File: src/rtl/sw_evt_pkg.sv
`default_nettype none
// ============================================================================
// Package     : sw_evt_pkg
// Description : Shared types and constants for the switch event encoder.
//               Holds the press-tracking state encoding, the switch code
//               names used by the downstream queue counter, and the width
//               of the switch code.
// Revision    : 1.0 - initial release
// ============================================================================
package sw_evt_pkg;

    localparam int NUM_SW = 4;
    localparam int CODE_W = $clog2(NUM_SW);

    typedef enum logic [1:0] {
        IDLE    = 2'd0,
        PRESSED = 2'd1,
        EMIT    = 2'd2,
        REJECT  = 2'd3
    } evt_state_t;

    // Switch codes as seen by the queue counter.
    localparam logic [CODE_W-1:0] SW_ADD1 = 2'd0;
    localparam logic [CODE_W-1:0] SW_ADD2 = 2'd1;
    localparam logic [CODE_W-1:0] SW_ADD3 = 2'd2;
    localparam logic [CODE_W-1:0] SW_SUB  = 2'd3;

endpackage
`default_nettype wire

File: src/rtl/sw_debounce.sv
`default_nettype none
// ============================================================================
// Module      : sw_debounce
// Description : One switch channel: a SYNC_STAGES-deep synchroniser followed
//               by a stable-sample debounce counter and the debounced level.
// Ports       : CLOCK_50 - system clock
//               rst      - synchronous active-high reset
//               i_sw     - raw asynchronous switch level
//               o_db     - debounced level
// Revision    : 1.0 - initial release
// ============================================================================
module sw_debounce #(
    parameter int SYNC_STAGES     = 2,
    parameter int DEBOUNCE_CYCLES = 1000
) (
    input  logic CLOCK_50,
    input  logic rst,
    input  logic i_sw,
    output logic o_db
);

    localparam int CNT_W = (DEBOUNCE_CYCLES > 1) ? $clog2(DEBOUNCE_CYCLES) : 1;
    localparam logic [CNT_W-1:0] C_CNT_LAST = CNT_W'(DEBOUNCE_CYCLES - 1);

    logic [SYNC_STAGES-1:0] r_sync;
    logic [CNT_W-1:0]       r_cnt;
    logic                   r_db;
    logic                   w_s;

    assign w_s  = r_sync[SYNC_STAGES-1];
    assign o_db = r_db;

    always_ff @(posedge CLOCK_50) begin
        if (rst) begin
            r_sync <= '0;
        end else begin
            r_sync[0] <= i_sw;
            for (int i = 1; i < SYNC_STAGES; i++) begin
                r_sync[i] <= r_sync[i-1];
            end
        end
    end

    // The counter measures how long the synchronised input has disagreed
    // with the debounced level; any agreement restarts the measurement.
    always_ff @(posedge CLOCK_50) begin
        if (rst) begin
            r_cnt <= '0;
            r_db  <= 1'b0;
        end else if (w_s == r_db) begin
            r_cnt <= '0;
        end else if (r_cnt == C_CNT_LAST) begin
            r_db  <= ~r_db;
            r_cnt <= '0;
        end else begin
            r_cnt <= r_cnt + CNT_W'(1);
        end
    end

endmodule
`default_nettype wire

File: src/rtl/switch_event_encoder.sv
`default_nettype none
// ============================================================================
// Module      : switch_event_encoder
// Description : Conditions the command switches and turns each qualified
//               press/release into a single-cycle valid+code event, or a
//               reject pulse for presses that are too short or involve more
//               than one switch.
// Ports       : CLOCK_50   - system clock, 50 MHz
//               rst        - synchronous active-high reset
//               sw         - raw switch levels, bit i is switch i
//               evt_valid  - one-cycle pulse, qualified press completed
//               evt_code   - index of the pressed switch, held between events
//               evt_reject - one-cycle pulse, press discarded
//               busy       - a press is in progress
// Revision    : 1.0 - initial release
// ============================================================================
module switch_event_encoder
    import sw_evt_pkg::*;
#(
    parameter int NUM_SW          = sw_evt_pkg::NUM_SW,
    parameter int SYNC_STAGES     = 2,
    parameter int DEBOUNCE_CYCLES = 1000,
    parameter int MIN_HOLD_CYCLES = 100
) (
    input  logic                      CLOCK_50,
    input  logic                      rst,
    input  logic [NUM_SW-1:0]         sw,
    output logic                      evt_valid,
    output logic [$clog2(NUM_SW)-1:0] evt_code,
    output logic                      evt_reject,
    output logic                      busy
);

    localparam int CW     = $clog2(NUM_SW);
    localparam int HOLD_W = $clog2(MIN_HOLD_CYCLES + 1);
    localparam logic [HOLD_W-1:0] C_HOLD_MIN = HOLD_W'(MIN_HOLD_CYCLES);

    logic [NUM_SW-1:0] w_db;
    logic              w_any_db;
    logic [CW-1:0]     w_hi_code;
    logic              w_multi_now;
    logic              w_other_set;

    evt_state_t        r_state;
    logic [CW-1:0]     r_code;
    logic [HOLD_W-1:0] r_hold;
    logic              r_multi;
    logic              r_valid;
    logic              r_reject;
    logic              r_busy;
    logic [CW-1:0]     r_evt_code;

    generate
        for (genvar g = 0; g < NUM_SW; g++) begin : g_debounce
            sw_debounce #(
                .SYNC_STAGES     (SYNC_STAGES),
                .DEBOUNCE_CYCLES (DEBOUNCE_CYCLES)
            ) u_debounce (
                .CLOCK_50 (CLOCK_50),
                .rst      (rst),
                .i_sw     (sw[g]),
                .o_db     (w_db[g])
            );
        end
    endgenerate

    assign w_any_db = |w_db;

    // Highest-index set bit wins (SW3 > SW2 > SW1 > SW0).
    always_comb begin
        w_hi_code = SW_ADD1;
        for (int i = 0; i < NUM_SW; i++) begin
            if (w_db[i]) begin
                w_hi_code = CW'(i);
            end
        end
    end

    // Clearing the lowest set bit leaves something only if two or more are set.
    assign w_multi_now = |(w_db & (w_db - NUM_SW'(1)));
    assign w_other_set = |(w_db & ~(NUM_SW'(1) << r_code));

    always_ff @(posedge CLOCK_50) begin
        if (rst) begin
            r_state    <= IDLE;
            r_code     <= SW_ADD1;
            r_hold     <= '0;
            r_multi    <= 1'b0;
            r_valid    <= 1'b0;
            r_reject   <= 1'b0;
            r_busy     <= 1'b0;
            r_evt_code <= SW_ADD1;
        end else begin
            r_valid  <= 1'b0;
            r_reject <= 1'b0;
            case (r_state)
                IDLE: begin
                    if (w_any_db) begin
                        r_code  <= w_hi_code;
                        r_hold  <= HOLD_W'(1);
                        r_multi <= w_multi_now;
                        r_state <= PRESSED;
                        r_busy  <= 1'b1;
                    end else begin
                        r_busy  <= 1'b0;
                    end
                end
                PRESSED: begin
                    if (w_any_db) begin
                        if (r_hold != C_HOLD_MIN) begin
                            r_hold <= r_hold + HOLD_W'(1);
                        end
                        if (w_other_set) begin
                            r_multi <= 1'b1;
                        end
                    end else if ((r_hold >= C_HOLD_MIN) && !r_multi) begin
                        r_state    <= EMIT;
                        r_valid    <= 1'b1;
                        r_evt_code <= r_code;
                    end else begin
                        r_state  <= REJECT;
                        r_reject <= 1'b1;
                    end
                end
                EMIT, REJECT: begin
                    r_state <= IDLE;
                    r_busy  <= 1'b0;
                end
                default: begin
                    r_state <= IDLE;
                    r_busy  <= 1'b0;
                end
            endcase
        end
    end

    assign evt_valid  = r_valid;
    assign evt_reject = r_reject;
    assign busy       = r_busy;
    assign evt_code   = r_evt_code;

endmodule
`default_nettype wire

File: config.mk
export PLATFORM = sky130hd
export DESIGN_NAME = switch_event_encoder
export DESIGN_NICKNAME = d
export VERILOG_FILES = /design/src/rtl/sw_evt_pkg.sv /design/src/rtl/sw_debounce.sv /design/src/rtl/switch_event_encoder.sv
export SDC_FILE = /design/constraint.sdc
export NUM_CORES = 1
export LEC_CHECK = 0
export ABC_AREA = 1
export CORE_MARGIN = 8
export CORE_UTILIZATION = 61
export DETAILED_ROUTE_END_ITERATION = 8
export PLACE_DENSITY = 0.79
export SETUP_SLACK_MARGIN = 0.3
export SLEW_MARGIN = 5
export SYNTH_ARGS = -nofsm -noshare
export SYNTH_HDL_FRONTEND = slang
export SYNTH_HIERARCHICAL = 1
export SYNTH_SLANG_ARGS = --single-unit
File: constraint.sdc
create_clock -name CLOCK_50 -period 1.5 [get_ports CLOCK_50]
set_input_delay 0.3 -clock CLOCK_50 [delete_from_list [all_inputs] [get_ports CLOCK_50]]
set_output_delay 0.3 -clock CLOCK_50 [all_outputs]
set_load 0.005 [all_outputs]
## Word-level counts from Yosys, hierarchy flattened

Cells that the tools add are included.

| word-level totals | value |
|---|---|
| flip-flop bits (word level) | 69 |
| input bits | 6 |
| output and inout port bits | 5 |
| word-level logic and storage cells | 100 |

| operators by class | value |
|---|---|
| add/sub/neg operators | 6 |
| order comparisons | 1 |
| eq/ne operators | 17 |
| shift-type cells | 1 |
| mux-type cells | 19 |
| bitwise gates (word level) | 13 |
| reduce and logical (&&, ||, !) cells | 23 |

Operators with widths:

| kind | number |
|---|---|
| $add 10x1->10 const B | 4 |
| $eq 10x10->1 const B | 4 |
| $mux 7 | 3 |
| $pmux 7 s2 | 1 |
| $reduce_and 2->1 | 6 |
| $reduce_or 3->1 | 4 |
| $reduce_or 4->1 | 3 |
| $ne 2x2->1 const B | 5 |
| $not 1->1 | 10 |
| $and 4x4->4 | 2 |
| $mux 1 | 8 |
| $mux 2 | 4 |
| $reduce_and 4->1 | 2 |
| $add 7x1->7 const B | 1 |
| $ge 7x7->1 const B | 1 |
| $ne 7x7->1 const B | 1 |
| $pmux 2 s3 | 1 |
| $reduce_or 6->1 | 1 |
| $eq 1x1->1 | 4 |
| $eq 2x2->1 const B | 2 |
| $not 4->4 | 1 |
| $pmux 1 s2 | 2 |
| $reduce_bool 2->1 | 2 |
| $shl 1x2->4 const A | 1 |
| other kinds (7) | 7 |

## Longest topological paths before layout

| logic depth | value |
|---|---|
| word-level depth | 7 |
| mapped depth | 9 |
| mapped depth without buffers | 9 |

## Cells and area by module

The synthesis kept the hierarchy.

Modules (own cells, without submodules):

| module | times used | cells each | area an instance (um2) | sequential area each (um2) |
|---|---|---|---|---|
| sw_debounce | 4 | 89 | 615.6 | 260.2 |
| switch_event_encoder | 1 | 138 | 932.1 | 340.3 |

## Worst setup path after synthesis

Ideal clock, no wire load.

| path | value |
|---|---|
| path type | reg2reg |
| start | reg r_hold[0] |
| end | reg r_hold[6] |
| setup time | 0.110 ns |
| arrival | 1.085 ns |
| data required time | 1.390 ns |
| setup slack | 0.305 ns |
| cell stages (with the launch flop) | 9 |
| path buffers | 0 |
| period minus slack after synthesis | 1.195 ns |
| cell sequence | dfxtp_1 > inv_1 > ha_1 > nand3_1 > nor2_1 > nor2_4 > nand3_1 > nand2_1 > nor2_2 |

| on the way | value |
|---|---|
| cells in the longest elaborated chain, start to end | 4 |
| elaborated cells between the ends (all ways) | 7 |
| those cells by class | add/sub (1); eq/ne (2); mux (3); reduce/logical (1) |

RTL lines:

| element | line | RTL |
|---|---|---|
| start, declared | switch_event_encoder.sv:46 | `logic [HOLD_W-1:0] r_hold;` |
| start signal, assigned | switch_event_encoder.sv:111 | `r_hold <= r_hold + HOLD_W'(1);` |
| $add 7x1->7 | switch_event_encoder.sv:111 |  |
| $mux 7 | switch_event_encoder.sv:110 | `if (r_hold != C_HOLD_MIN) begin` |
| $mux 7 | switch_event_encoder.sv:109 | `if (w_any_db) begin` |
| $pmux 7 s2 | switch_event_encoder.sv:96 | `case (r_state)` |

Several ways; a longest one is shown, not always the timed one. The select of a mux whose other input is x is not followed.
A chain may end at the register's enable or synchronous reset.

## Final worst setup path

Same ends and word-level chain as after synthesis.

==> metrics.md <==
| Metric | Value |
|---|---|
| Nets | `541` |
| Worst-margin pin slew | `0.2741 ns` |
| Power density over the cells | `837.5 nW/um2` |
| Worst path top cell family by delay | `simple AND/OR/NAND/NOR gates` |
| CP peak stage delay | `0.38 ns` |
| N_diodes | `0` |
| Avg Cell Area, Syn | `6.871 um2` |
| Detailed Place HPWL | `4.553 mm` |
| Final period util | `78.48%` |
| CP required | `1.78 ns` |
| Worst slew margin | `81.60%` |
| Final GP Congestion | `0.8208` |
| Max clock buf depth | `2` |
| PortBufs | `10` |
| Post-DRT Antenna Nets | `0` |
| WHS | `0.2868 ns` |
| Slew Viols, Final | `0` |
| 1st-iter DRT viols | `231` |
| CP Launch Type | `register` |
| Drt drc | `0` |
| Die area | `8207 um2` |
| DR pass1 iterations | `5` |
| Core area | `5439 um2` |
| Worst hold-check path type | `input pin to register` |
| Die Wd | `90.60 um` |
| Peak VDD IR | `781.0 uV` |
| Total negative slack | `0 ns` |
| Crit Path Category | `register to register` |
| Total GRT Usage | `17.56%` |
| Crit path max fanout | `3` |
| Seq/Total Area, Yosys | `40.69%` |
| Root Buffer | `clkbuf_8` |
| Total CTS buffers | `9` |
| Vias in the first global route | `2906` |
| Fillers | `358` |
| Synth unique cells | `26` |
| FP Rows | `27` |
| RSZ-0062 raised after global routing | `true` |
| CTS sink count | `69` |
| Netlist Area Pre-Place | `3395 um2` |
| Vias | `3051` |
| Crit path DAT | `1.46 ns` |
| H-tree lvl count | `3` |
| Status | `complete, no violations` |
| Clk_lat worst skew | `0.35 ns` |
| Post-cts hold buffer count | `0` |
| Layout cells sized above 1 | `27.15%` |
| Syn. warnings | `6` |
| First-pass GRT wire length | `12.04 mm` |
| Clock-pin slew on the worst setup and hold paths | `0.07 ns` |
| Total global routing overflow | `0` |
| CP Cell Sequence | `ha_4 -> nand3_2 -> nor2_2 -> nand3_2 -> nand2_1 -> inv_1 -> nor2_2` |
| Leak | `1.612 nW` |
| TritonCTS clock tree | `yes` |
| Max-Cap Viols | `0` |
| Post-Syn Instances | `494` |
| Largest net degree at the start of global routing | `13` |
| Clock Skew | `0.004787 ns` |
| Final setup viols | `0` |
| Syn Nets | `506` |
| Fin crit period | `1.177 ns` |
| Area growth syn-to-layout | `27.31%` |
| Critical Path End Type | `register` |
| Routed WL | `7.349 mm` |
| WP buf/inv | `1` |
| Starting density of the core | `62.41%` |
| Final hold violation count | `0` |
| IO Pins | `11` |
| Die Y | `90.60 um` |
| CP max stage cell | `dfxtp_4` |
| Routed len/inst | `12.13 um` |
| Number of synthesized register bits | `69` |
| DR vias/cell | `5.035` |
| Fmax | `0.8495 GHz` |
| Initial antenna violation count | `0` |
==> cells in the final DEF (no fill, tap or decap), types with 4 or more instances in the layout <==
cell             netlist  routed
ha_4                   0       6
dfxtp_1               69      41
o21ai_4                4       9
o21ai_0                7       6
nor2_1               113     101
xnor2_1               13      13
inv_2                  5      10
nand2_4                2       8
inv_1                 81      73
nor2_4                 6      18
nand3_4                0       5
xor2_1                 8       8
nand4_1                6       6
buf_4                  2      12
nor2_2                 7       7
clkbuf_8               0      10
nand3_1               28      17
nand3_2                0       6
nand2_2                6      11
dfxtp_2                0      20
nand2_1              109      98
nand3b_1               4       4
dfxtp_4                0       8
a21oi_1                6       6
clkdlybuf4s50_1        0       4
inv_4                  1       4
==> logic make-up (layout without fill, tap and decap cells) <==
kind of cell             after synthesis  in the layout  share of synthesized area, %
AO/OA/AOI/OAI                         24             28                         5.271
XOR/XNOR                              21             21                         5.418
buffers and inverters                 90            126                         10.25
flip-flops                            69             69                         40.69
adder cells (fa/ha/maj)                6              6                         2.212
AND/OR/NAND/NOR                      284            284                         36.16
==> metrics by stage <==
stage                     worst slack, ns  std cells  instance area [um2]  power [W]  util, %
final                              0.3228        606                 4322   0.003619    79.46
after floorplan                    0.3052        494                 3395   0.001932        -
after detailed placement         -0.05948        579                 3607   0.001970    66.32
after CTS                          0.3031        601                 4050   0.003661    74.47
after global routing               0.2566        606                 4322   0.003754    79.46
after global placement          -0.006010        579                 3607   0.001968    66.32
==> state kept, by name (all words and copies together), names as in the netlist <==
register,flops
r_state,2
evt_code,2
g_debounce.u_debounce/o_db,4
r_code,2
evt_valid,1
g_debounce.u_debounce/r_cnt,40
r_hold,7
g_debounce.u_debounce/r_sync,8
busy,1
r_multi,1
evt_reject,1
==> path summary, 6_finish.rpt <==
check / slack [ns] / end / from / cells past startpoint
min reg2reg: 0.41 / g_debounce[0].u_debounce/r_sync[1]$_SDFF_PP0_ / g_debounce[0].u_debounce/r_sync[0]$_SDFF_PP0_ / 2
max reg2reg: 0.32 / r_hold[6]$_SDFFE_PP0P_ / r_hold[0]$_SDFFE_PP0P_ / 7
max: 0.32 / r_hold[6]$_SDFFE_PP0P_ / r_hold[0]$_SDFFE_PP0P_ / 7
min: 0.29 / g_debounce[3].u_debounce/r_sync[0]$_SDFF_PP0_ / rst / 2
==> synthesized netlist by cell type <==
cell type,instances,area [um2]
buf_4,2,15.01
nand4_1,6,37.54
ha_1,6,75.07
nor3_1,3,15.01
nand2_4,2,22.52
inv_4,1,6.260
nand2_2,6,37.54
a21oi_1,6,30.03
o21ai_2,1,8.760
o21ai_1,2,10.01
inv_2,5,18.77
xnor2_1,13,113.9
nor2_2,7,43.79
dfxtp_1,69,1381
nand3b_1,4,30.03
o21ai_4,4,65.06
o22ai_1,2,12.51
a21oi_2,2,17.52
nand3_1,28,140.1
o21ai_0,7,35.03
nand2_1,109,409.1
xor2_1,8,70.07
nor2_1,113,424.2
nor2_4,6,67.56
inv_1,81,304.0
clkinv_1,1,3.750
==> final cells by class <==
type	count	area (um2)	share of cell area [%]
tap	72	90.09	2.085
multi-input combinational	339	2053	47.51
sequential	69	1436	33.24
timing repair buffer	22	177.7	4.111
clock buffer	10	137.6	3.185
clock inverter	6	86.33	1.998
inverter	88	340.3	7.875
==> repair_timing <==
| action | 4_1_cts | 5_1_grt |
|---|---|---|
| cloned | 4 | 0 |
| gates resized for setup | 63 | 74 |
| setup buffers | 2 | 5 |
| endpoints found under the hold margin | 0 | 0 |
| setup endpoints to repair | 54 | 59 |
| pin swaps | 10 | 32 |
==> metal layers <==
metal  track usage (%)  part of all wire (%)  vias to the layer above  routed length [um]
li1                  -                     -                     1571                   -
met5                 0                     0                        -                   0
met3             5.403                   3.4                       12                 250
met4             7.351                   1.4                        0                 102
met2             31.91                    53                       65                3876
met1             18.15                    42                     1403                3120
==> power by group <==
part           internal [W]   total, W  switching, W
clock              0.000978    0.00169      0.000711
sequential          0.00183    0.00184    0.00000831
combinational     0.0000407  0.0000917     0.0000510
total               0.00285    0.00362      0.000770
Power figures use the tool's default switching activity.
